## src/rtl/updown_count_sequencer.sv

```systemverilog
// Round-robin sequencer for two step-command requesters driving a 2-bit up/down counter.
// Optional SHADOW_POS_EN macro enables tracking of the predicted counter value on shadow_pos.
module updown_count_sequencer #(
  parameter int CNT_W      = 2,
  parameter int STEP_W     = 4,
  parameter int SETTLE_CYC = 1
) (
  input  logic              clk,
  input  logic              reset,
  input  logic              a_valid,
  input  logic              a_dir,
  input  logic [STEP_W-1:0] a_steps,
  output logic              a_ready,
  input  logic              b_valid,
  input  logic              b_dir,
  input  logic [STEP_W-1:0] b_steps,
  output logic              b_ready,
  output logic              cnt_en,
  output logic              cnt_dir,
  output logic              busy,
  output logic              done,
  output logic              grant_id,
  output logic [CNT_W-1:0]  shadow_pos
);

  localparam int SET_W = $clog2(SETTLE_CYC + 1);

  typedef enum logic [1:0] {
    IDLE   = 2'd0,
    SETTLE = 2'd1,
    RUN    = 2'd2,
    DONE   = 2'd3
  } state_t;

  state_t            state_q, state_d;
  logic              cnt_en_q, cnt_en_d;
  logic              cnt_dir_q, cnt_dir_d;
  logic              busy_q, busy_d;
  logic              done_q, done_d;
  logic              grant_id_q, grant_id_d;
  logic              rr_b_last_q, rr_b_last_d;
  logic [STEP_W-1:0] rem_q, rem_d;
  logic [SET_W-1:0]  settle_q, settle_d;
  logic              a_win_s, b_win_s;
  logic              sel_dir_s;
  logic [STEP_W-1:0] sel_steps_s;

  // Arbitration: the sole valid requester wins; on a tie the one not granted last wins.
  always_comb begin
    a_win_s = 1'b0;
    b_win_s = 1'b0;
    if (state_q == IDLE) begin
      if (a_valid && (!b_valid || rr_b_last_q)) begin
        a_win_s = 1'b1;
      end else if (b_valid) begin
        b_win_s = 1'b1;
      end else begin
        a_win_s = 1'b0;
        b_win_s = 1'b0;
      end
    end else begin
      a_win_s = 1'b0;
      b_win_s = 1'b0;
    end
  end

  assign a_ready     = a_win_s;
  assign b_ready     = b_win_s;
  assign sel_dir_s   = b_win_s ? b_dir : a_dir;
  assign sel_steps_s = b_win_s ? b_steps : a_steps;

  // Next-state and next-output computation for the command FSM.
  always_comb begin
    state_d     = state_q;
    cnt_en_d    = 1'b0;
    cnt_dir_d   = cnt_dir_q;
    done_d      = 1'b0;
    grant_id_d  = grant_id_q;
    rr_b_last_d = rr_b_last_q;
    rem_d       = rem_q;
    settle_d    = settle_q;
    case (state_q)
      IDLE: begin
        if (a_win_s || b_win_s) begin
          grant_id_d  = b_win_s;
          rr_b_last_d = b_win_s;
          rem_d       = sel_steps_s;
          if (sel_steps_s == {STEP_W{1'b0}}) begin
            state_d = DONE;
            done_d  = 1'b1;
          end else if (sel_dir_s != cnt_dir_q) begin
            // New direction is presented now so the counter's direction register settles before the first step.
            cnt_dir_d = sel_dir_s;
            settle_d  = SET_W'(SETTLE_CYC);
            state_d   = SETTLE;
          end else begin
            state_d  = RUN;
            cnt_en_d = 1'b1;
          end
        end else begin
          state_d = IDLE;
        end
      end
      SETTLE: begin
        if (settle_q <= SET_W'(1)) begin
          state_d  = RUN;
          cnt_en_d = 1'b1;
        end else begin
          settle_d = settle_q - SET_W'(1);
        end
      end
      RUN: begin
        if (rem_q <= STEP_W'(1)) begin
          state_d = DONE;
          done_d  = 1'b1;
        end else begin
          rem_d    = rem_q - STEP_W'(1);
          cnt_en_d = 1'b1;
        end
      end
      DONE: begin
        state_d = IDLE;
      end
      default: begin
        state_d = IDLE;
      end
    endcase
    busy_d = (state_d != IDLE);
  end

  // FSM state and registered outputs.
  always_ff @(posedge clk or negedge reset) begin
    if (!reset) begin
      state_q     <= IDLE;
      cnt_en_q    <= 1'b0;
      cnt_dir_q   <= 1'b0;
      busy_q      <= 1'b0;
      done_q      <= 1'b0;
      grant_id_q  <= 1'b0;
      rr_b_last_q <= 1'b1;
      rem_q       <= {STEP_W{1'b0}};
      settle_q    <= {SET_W{1'b0}};
    end else begin
      state_q     <= state_d;
      cnt_en_q    <= cnt_en_d;
      cnt_dir_q   <= cnt_dir_d;
      busy_q      <= busy_d;
      done_q      <= done_d;
      grant_id_q  <= grant_id_d;
      rr_b_last_q <= rr_b_last_d;
      rem_q       <= rem_d;
      settle_q    <= settle_d;
    end
  end

  assign cnt_en   = cnt_en_q;
  assign cnt_dir  = cnt_dir_q;
  assign busy     = busy_q;
  assign done     = done_q;
  assign grant_id = grant_id_q;

`ifdef SHADOW_POS_EN
  logic [CNT_W-1:0] shadow_q, shadow_d;

  // Shadow position follows each enabled step, wrapping modulo 2^CNT_W.
  always_comb begin
    shadow_d = shadow_q;
    if (cnt_en_q) begin
      if (cnt_dir_q) begin
        shadow_d = shadow_q - CNT_W'(1);
      end else begin
        shadow_d = shadow_q + CNT_W'(1);
      end
    end else begin
      shadow_d = shadow_q;
    end
  end

  // Shadow position register.
  always_ff @(posedge clk or negedge reset) begin
    if (!reset) begin
      shadow_q <= {CNT_W{1'b0}};
    end else begin
      shadow_q <= shadow_d;
    end
  end

  assign shadow_pos = shadow_q;
`else
  assign shadow_pos = {CNT_W{1'b0}};
`endif

endmodule
```

## config.mk

```make
export PLATFORM = sky130hd
export DESIGN_NAME = updown_count_sequencer
export DESIGN_NICKNAME = d
export VERILOG_FILES = /design/src/rtl/updown_count_sequencer.sv
export SDC_FILE = /design/constraint.sdc
export NUM_CORES = 1
export LEC_CHECK = 0
export ABC_AREA = 1
export BUFFER_PORTS_ARGS = -buffer_cell sky130_fd_sc_hd__buf_4
export CAP_MARGIN = 20
export CORE_UTILIZATION = 50
export DETAILED_ROUTE_END_ITERATION = 10
export PLACE_DENSITY = 0.88
export SLEW_MARGIN = 5
export SYNTH_ARGS = -nofsm -noshare
export SYNTH_HDL_FRONTEND = slang
export SYNTH_SLANG_ARGS = --single-unit
```

## constraint.sdc

```tcl
create_clock -name clk -period 1.7 [get_ports clk]
set_input_delay 0 -clock clk [delete_from_list [all_inputs] [get_ports clk]]
set_output_delay 0 -clock clk [all_outputs]
set_load 0.01 [all_outputs]
```

After elaboration in Yosys (flattened, before gate mapping):

Cells that the tools add are included.

* $add $sub $neg: 2
* order comparisons: 2
* equal/unequal tests: 9
* multiplexer cells: 31
* bitwise logic cells: 1
* reduce and logical (&&, ||, !) cells: 13

Operator list (number)
* 1-bit 2-to-1 mux: 18
* 4-bit 2-to-1 mux: 3
* 2-bit 2-to-1 mux: 5
* 2-bit case mux with 4 select lines: 1
* 4-bit case mux with 2 select lines: 1
* 2-bit != test (second input constant): 3
* 2-bit nonzero test: 3
* 5-bit AND reduction: 1
* 2-bit == test (second input constant): 2
* 4-bit by 1-bit less-or-equal comparator with 1-bit output (second input constant): 1
* 4-bit zero test: 1
* 2-bit by 1-bit != test with 1-bit output (second input constant): 2
* 1-bit case mux with 2 select lines: 2
* 4-bit AND reduction: 1
* 4-bit by 1-bit subtractor with 4-bit output (second input constant): 1
* 1-bit case mux with 3 select lines: 1
* 3-bit AND reduction: 1
* 2-bit by 1-bit == test with 1-bit output (second input constant): 1
* 2-bit zero test: 1
* 1-bit logical OR: 2
* 2-bit AND reduction: 1
* 1-bit less-or-equal comparator (second input constant): 1
* 1-bit logical AND: 1
* 1-bit zero test: 1
* 3 further kinds: 3

* register bits after elaboration: 13
* input bits: 14
* output and inout port bits: 9
* word-level logic and storage cells: 67

Depth between registers and ports, before layout:

* depth after elaboration: 12
* mapped depth: 12

Worst setup path before layout:

OpenSTA, ideal clock, no wires.

* path kind: register to register
* start point: register state_q[0]
* end point: register busy_q (netlist: busy)
* library setup time: 122 ps
* arrival time: 1365 ps
* slack: 213 ps
* cell stages (with the launch flop): 13
* path buffers: 0
* clock period less this slack: 1487 ps
* cells stage by stage: dfrtp_1 inv_1 ha_1 nand2_2 clkinv_4 nand2_4 nand2_1 nand2_1 nor2_2 nand3_2 nand2_1 nor2_1 nand2_1

* word-level cells in the longest chain between the ends: 9
* elaborated cells on any way between the ends: 18
* classes of those cells: eq/ne: 4; mux: 10; reduce/logical: 4

Ends and longest elaborated chain
* start: declaration: line 35 `state_t state_q, state_d;`
* start signal: assignment: line 144 `state_q <= state_d;`
* 2-bit zero test: line 52, 82
* 1-bit 2-to-1 mux: line 52 `if (state_q == IDLE) begin`
* 1-bit 2-to-1 mux: line 69 `assign sel_dir_s = b_win_s ? b_dir : a_dir;`
* 1-bit != test: line 91 `end else if (sel_dir_s != cnt_dir_q) begin`
* 2-bit 2-to-1 mux: line 91
* 2-bit 2-to-1 mux: line 88 `if (sel_steps_s == {STEP_W{1'b0}}) begin`
* 2-bit 2-to-1 mux: line 84 `if (a_win_s || b_win_s) begin`
* 2-bit case mux with 4 select lines (*): line 82 `case (state_q)`
* 2-bit nonzero test (*): line 128 `busy_d = (state_d != IDLE);`
* via busy_d: line 38 `logic busy_q, busy_d;`
* end signal: assignment: line 147 `busy_q <= busy_d;`
* end: declaration: line 38

Mark *: on every way through the listed nets, which the timed path passes. The rest lies on a longest branch.
A chain may end at the register's enable or synchronous reset.

Worst setup path in the final report:

* start point: register state_q[0]
* end point: register cnt_dir_q (netlist: cnt_dir)

* word-level cells in the longest chain between the ends: 6
* elaborated cells on any way between the ends: 10
* classes of those cells: eq/ne: 1; mux: 4; bitwise: 1; reduce/logical: 4

Ends and longest elaborated chain
* 2-bit zero test (*): line 52, 82
* 1-bit 2-to-1 mux: line 52
* 4-bit 2-to-1 mux: line 70 `assign sel_steps_s = b_win_s ? b_steps : a_steps;`
* 4-bit zero test: line 88
* 1-bit NOT (no line)
* 4-bit AND reduction (no line)
* end signal: assignment: line 146 `cnt_dir_q <= cnt_dir_d;`
* end: declaration: line 37 `logic cnt_dir_q, cnt_dir_d;`

Every way passes the cells marked *; elsewhere a longest branch is shown, timed or not.

==> impl_metrics.env <==
export IMPL_status="finished, final reports clean"
export IMPL_synth_seq_area_share=0.359
export IMPL_die_y_microns=43.0
export IMPL_wl_per_cell_microns=12.1
export IMPL_clk_latency_ps=290
export IMPL_antenna_found_initial=0
export IMPL_critPathMaxStageDelay_ps=430
export IMPL_whs_ps=76.2
export IMPL_skew_ps=9.22
export IMPL_htreeDepth=1
export IMPL_r2r_cells=12
export IMPL_finalHoldViolations=0
export IMPL_worstPathRequired_ps=1920
export IMPL_ant_nets=0
export IMPL_cts_sinks=12
export IMPL_syn_avg_cell_area_sq_um=7.50
export IMPL_multi_input_area_sq_um=497
export IMPL_cts_root_buf="clkbuf_4"
export IMPL_synth_cell_types=23
export IMPL_wirelength_microns=1850
export IMPL_drtIter0Drc=16
export IMPL_area_growth_pct=30.7
export IMPL_cp_start_kind="flip-flop"
export IMPL_drt_first_pass_iters=4
export IMPL_dieArea_sq_um=1850
export IMPL_grt_usage=0.220
export IMPL_cts_buffer_depth=2
export IMPL_grt_pass1_wl_microns=3040
export IMPL_worst_slack_ps=88.6
export IMPL_portBuffers=20
export IMPL_irDropWorstVdd_mv=1.01
export IMPL_start_util=0.545
export IMPL_grt_start_max_net_pins=13
export IMPL_crit_start="state_q[0]"
export IMPL_cts_buffers=3
export IMPL_nets=158
export IMPL_holdCritPathClass="primary input to async pin"
export IMPL_cp_end_kind="flip-flop"
export IMPL_diodes=0
export IMPL_cp_cell_sequence="inv_2, ha_4, nand2_4, inv_8, nand2_8, nand2_1, nand2_1, nor2_2, nand2_1, nand2_1, nand2_1, o21ai_1"
export IMPL_r2r_end="cnt_dir"
export IMPL_yosys_top_cells_area="dfrtp_1 33%, nand2_1 11%, ha_1 8.9%"
export IMPL_cpMaxStageDelayCell="dfrtp_1"
export IMPL_endpoint="cnt_dir"
export IMPL_drc=0
export IMPL_stdcell_count=153
export IMPL_r2r_setup_slack_ps=90
export IMPL_fmax_mhz=621
export IMPL_yosysTopAreaCellShare=0.328
export IMPL_dp_cells=147
export IMPL_grt_pass1_vias=739
export IMPL_maxCapViolations=0
export IMPL_dp_hpwl_microns=1300
export IMPL_clk_pin_slew_ps=90
export IMPL_powerDensity_nw_per_um2=1770
export IMPL_synth_seq_cells=12
export IMPL_r2r_start="state_q[0]"
export IMPL_cp_arrival_ps=1830
export IMPL_routed_via_density=5.23
export IMPL_cts_tree="done"
export IMPL_coreArea_sq_um=1540
export IMPL_drive_gt1_frac=0.343
export IMPL_fin_crit_ps=1610
export IMPL_cp_max_fo=7
export IMPL_drv_slew=0
export IMPL_crit_top_cell="nand2_1"
export IMPL_setup_viol_count_final=0
export IMPL_seq_area_sq_um=302
export IMPL_grt_overflow=0
export IMPL_p_leak_nw=0.603
export IMPL_die_w_microns=43.0
export IMPL_rsz0062_at_grt="true"
export IMPL_rows=14
export IMPL_synth_warnings=0
export IMPL_vias=800
export IMPL_place_ws_ps=47.6
export IMPL_syn_area_sq_um=840
export IMPL_synthCells=112
export IMPL_fillers=123
export IMPL_io_pins=23
export IMPL_total_power_mw=1.94
export IMPL_period_share=0.948
export IMPL_synth_area_leader_cell="dfrtp_1"
export IMPL_place_congestion=0.818
export IMPL_crit_type="flip-flop to flip-flop"
[cell type report]
class,count,share of cell area
tap,16,0.0182
clock buffer,4,0.0331
sequential,12,0.275
multi-input combinational,81,0.453
inverter,18,0.0684
timing repair buffer,22,0.153
[routing by layer]
layer,global-route usage,vias to the layer above,routed length [microns],part of all wire
li1,-,398,-,-
met1,0.278,372,814,0.44
met2,0.376,25,928,0.50
met3,0.0255,5,71,0.038
met4,0.0909,0,34,0.018
met5,0,-,0,0
[report_power, final]
| group | internal [mW] | switching (mW) | leakage [nW] | total, mW |
|---|---|---|---|---|
| registers | 0.437 | 0.0915 | 0.145 | 0.528 |
| clock network | 0.130 | 0.109 | 0.0210 | 0.239 |
| logic | 0.493 | 0.679 | 0.438 | 1.17 |
| total | 1.06 | 0.879 | 0.603 | 1.94 |
[synthesized netlist by cell type, drive strengths merged]
cell,number
a21oi,6
nand3,9
nor3,1
dfrtp,11
or2,1
nor2,11
dfstp,1
nand3b,2
buf,2
a31oi,1
ha,6
xnor2,1
inv,17
nand2,32
o21ai,9
clkinv,1
conb,1
[sequential cells by signal, summed over array words and instances (netlist names)]
| name | flops |
|---|---|
| rem_q | 4 |
| state_q | 2 |
| busy | 1 |
| cnt_dir | 1 |
| cnt_en | 1 |
| done | 1 |
| grant_id | 1 |
| rr_b_last_q | 1 |
[critical path: cells and delay by family (launching register included)]
kind | cells | cell delay [ps]
AO/OA/AOI/OAI | 1 | 70
adder cells (fa/ha/maj) | 1 | 170
AND/OR/NAND/NOR | 8 | 670
flip-flops | 1 | 430
buffers and inverters | 2 | 200
[stage by stage]
stage | util | TNS [ps] | instance area (sq um)
floorplan | - | 0 | 843
global placement | 0.648 | 0 | 998
detailed placement | 0.648 | 0 | 998
CTS | 0.678 | 0 | 1040
global route | 0.712 | -55.7 | 1100
finish | 0.712 | 0 | 1100
[layout by cell type, fill, tap and decap left out, drive strengths merged]
master,instances
inv,18
or2,1
a31oi,1
dfrtp,11
nand3,9
nand3b,2
ha,6
nor2,11
o21ai,9
nand2,32
nor3,1
dlygate4sd3,1
dfstp,1
buf,21
a21oi,6
xnor2,1
conb,2
clkbuf,4
[cells by family (layout without fill, tap and decap cells)]
group / Yosys count / after routing / share of synthesized area
AOI/OAI and AO/OA: 16 / 16 / 0.101
adders and majority gates: 6 / 6 / 0.0894
xor gates and xnor gates: 1 / 1 / 0.0104
other: 1 / 2 / 0.00447
and+or+nand+nor: 56 / 56 / 0.331
buffers and inverters: 20 / 44 / 0.104
DFF: 12 / 12 / 0.359
[worst min path at each step]
stage | to | depth (start not counted)
floorplan | busy | 0
global placement | rem_q[1] | 1
detailed placement | rem_q[0] | 1
CTS | rem_q[1] | 5
global route | rem_q[0] | 2
finish | rem_q[0] | 2
[what timing repair did]
action                     4_1_cts  5_1_grt
hold buffers                     1        0
setup buffers                    0        1
resized for setup                0       11
setup endpoints to repair        0        9
hold endpoints to repair        12        0
Note: power is estimated with default switching activity, not from simulation.
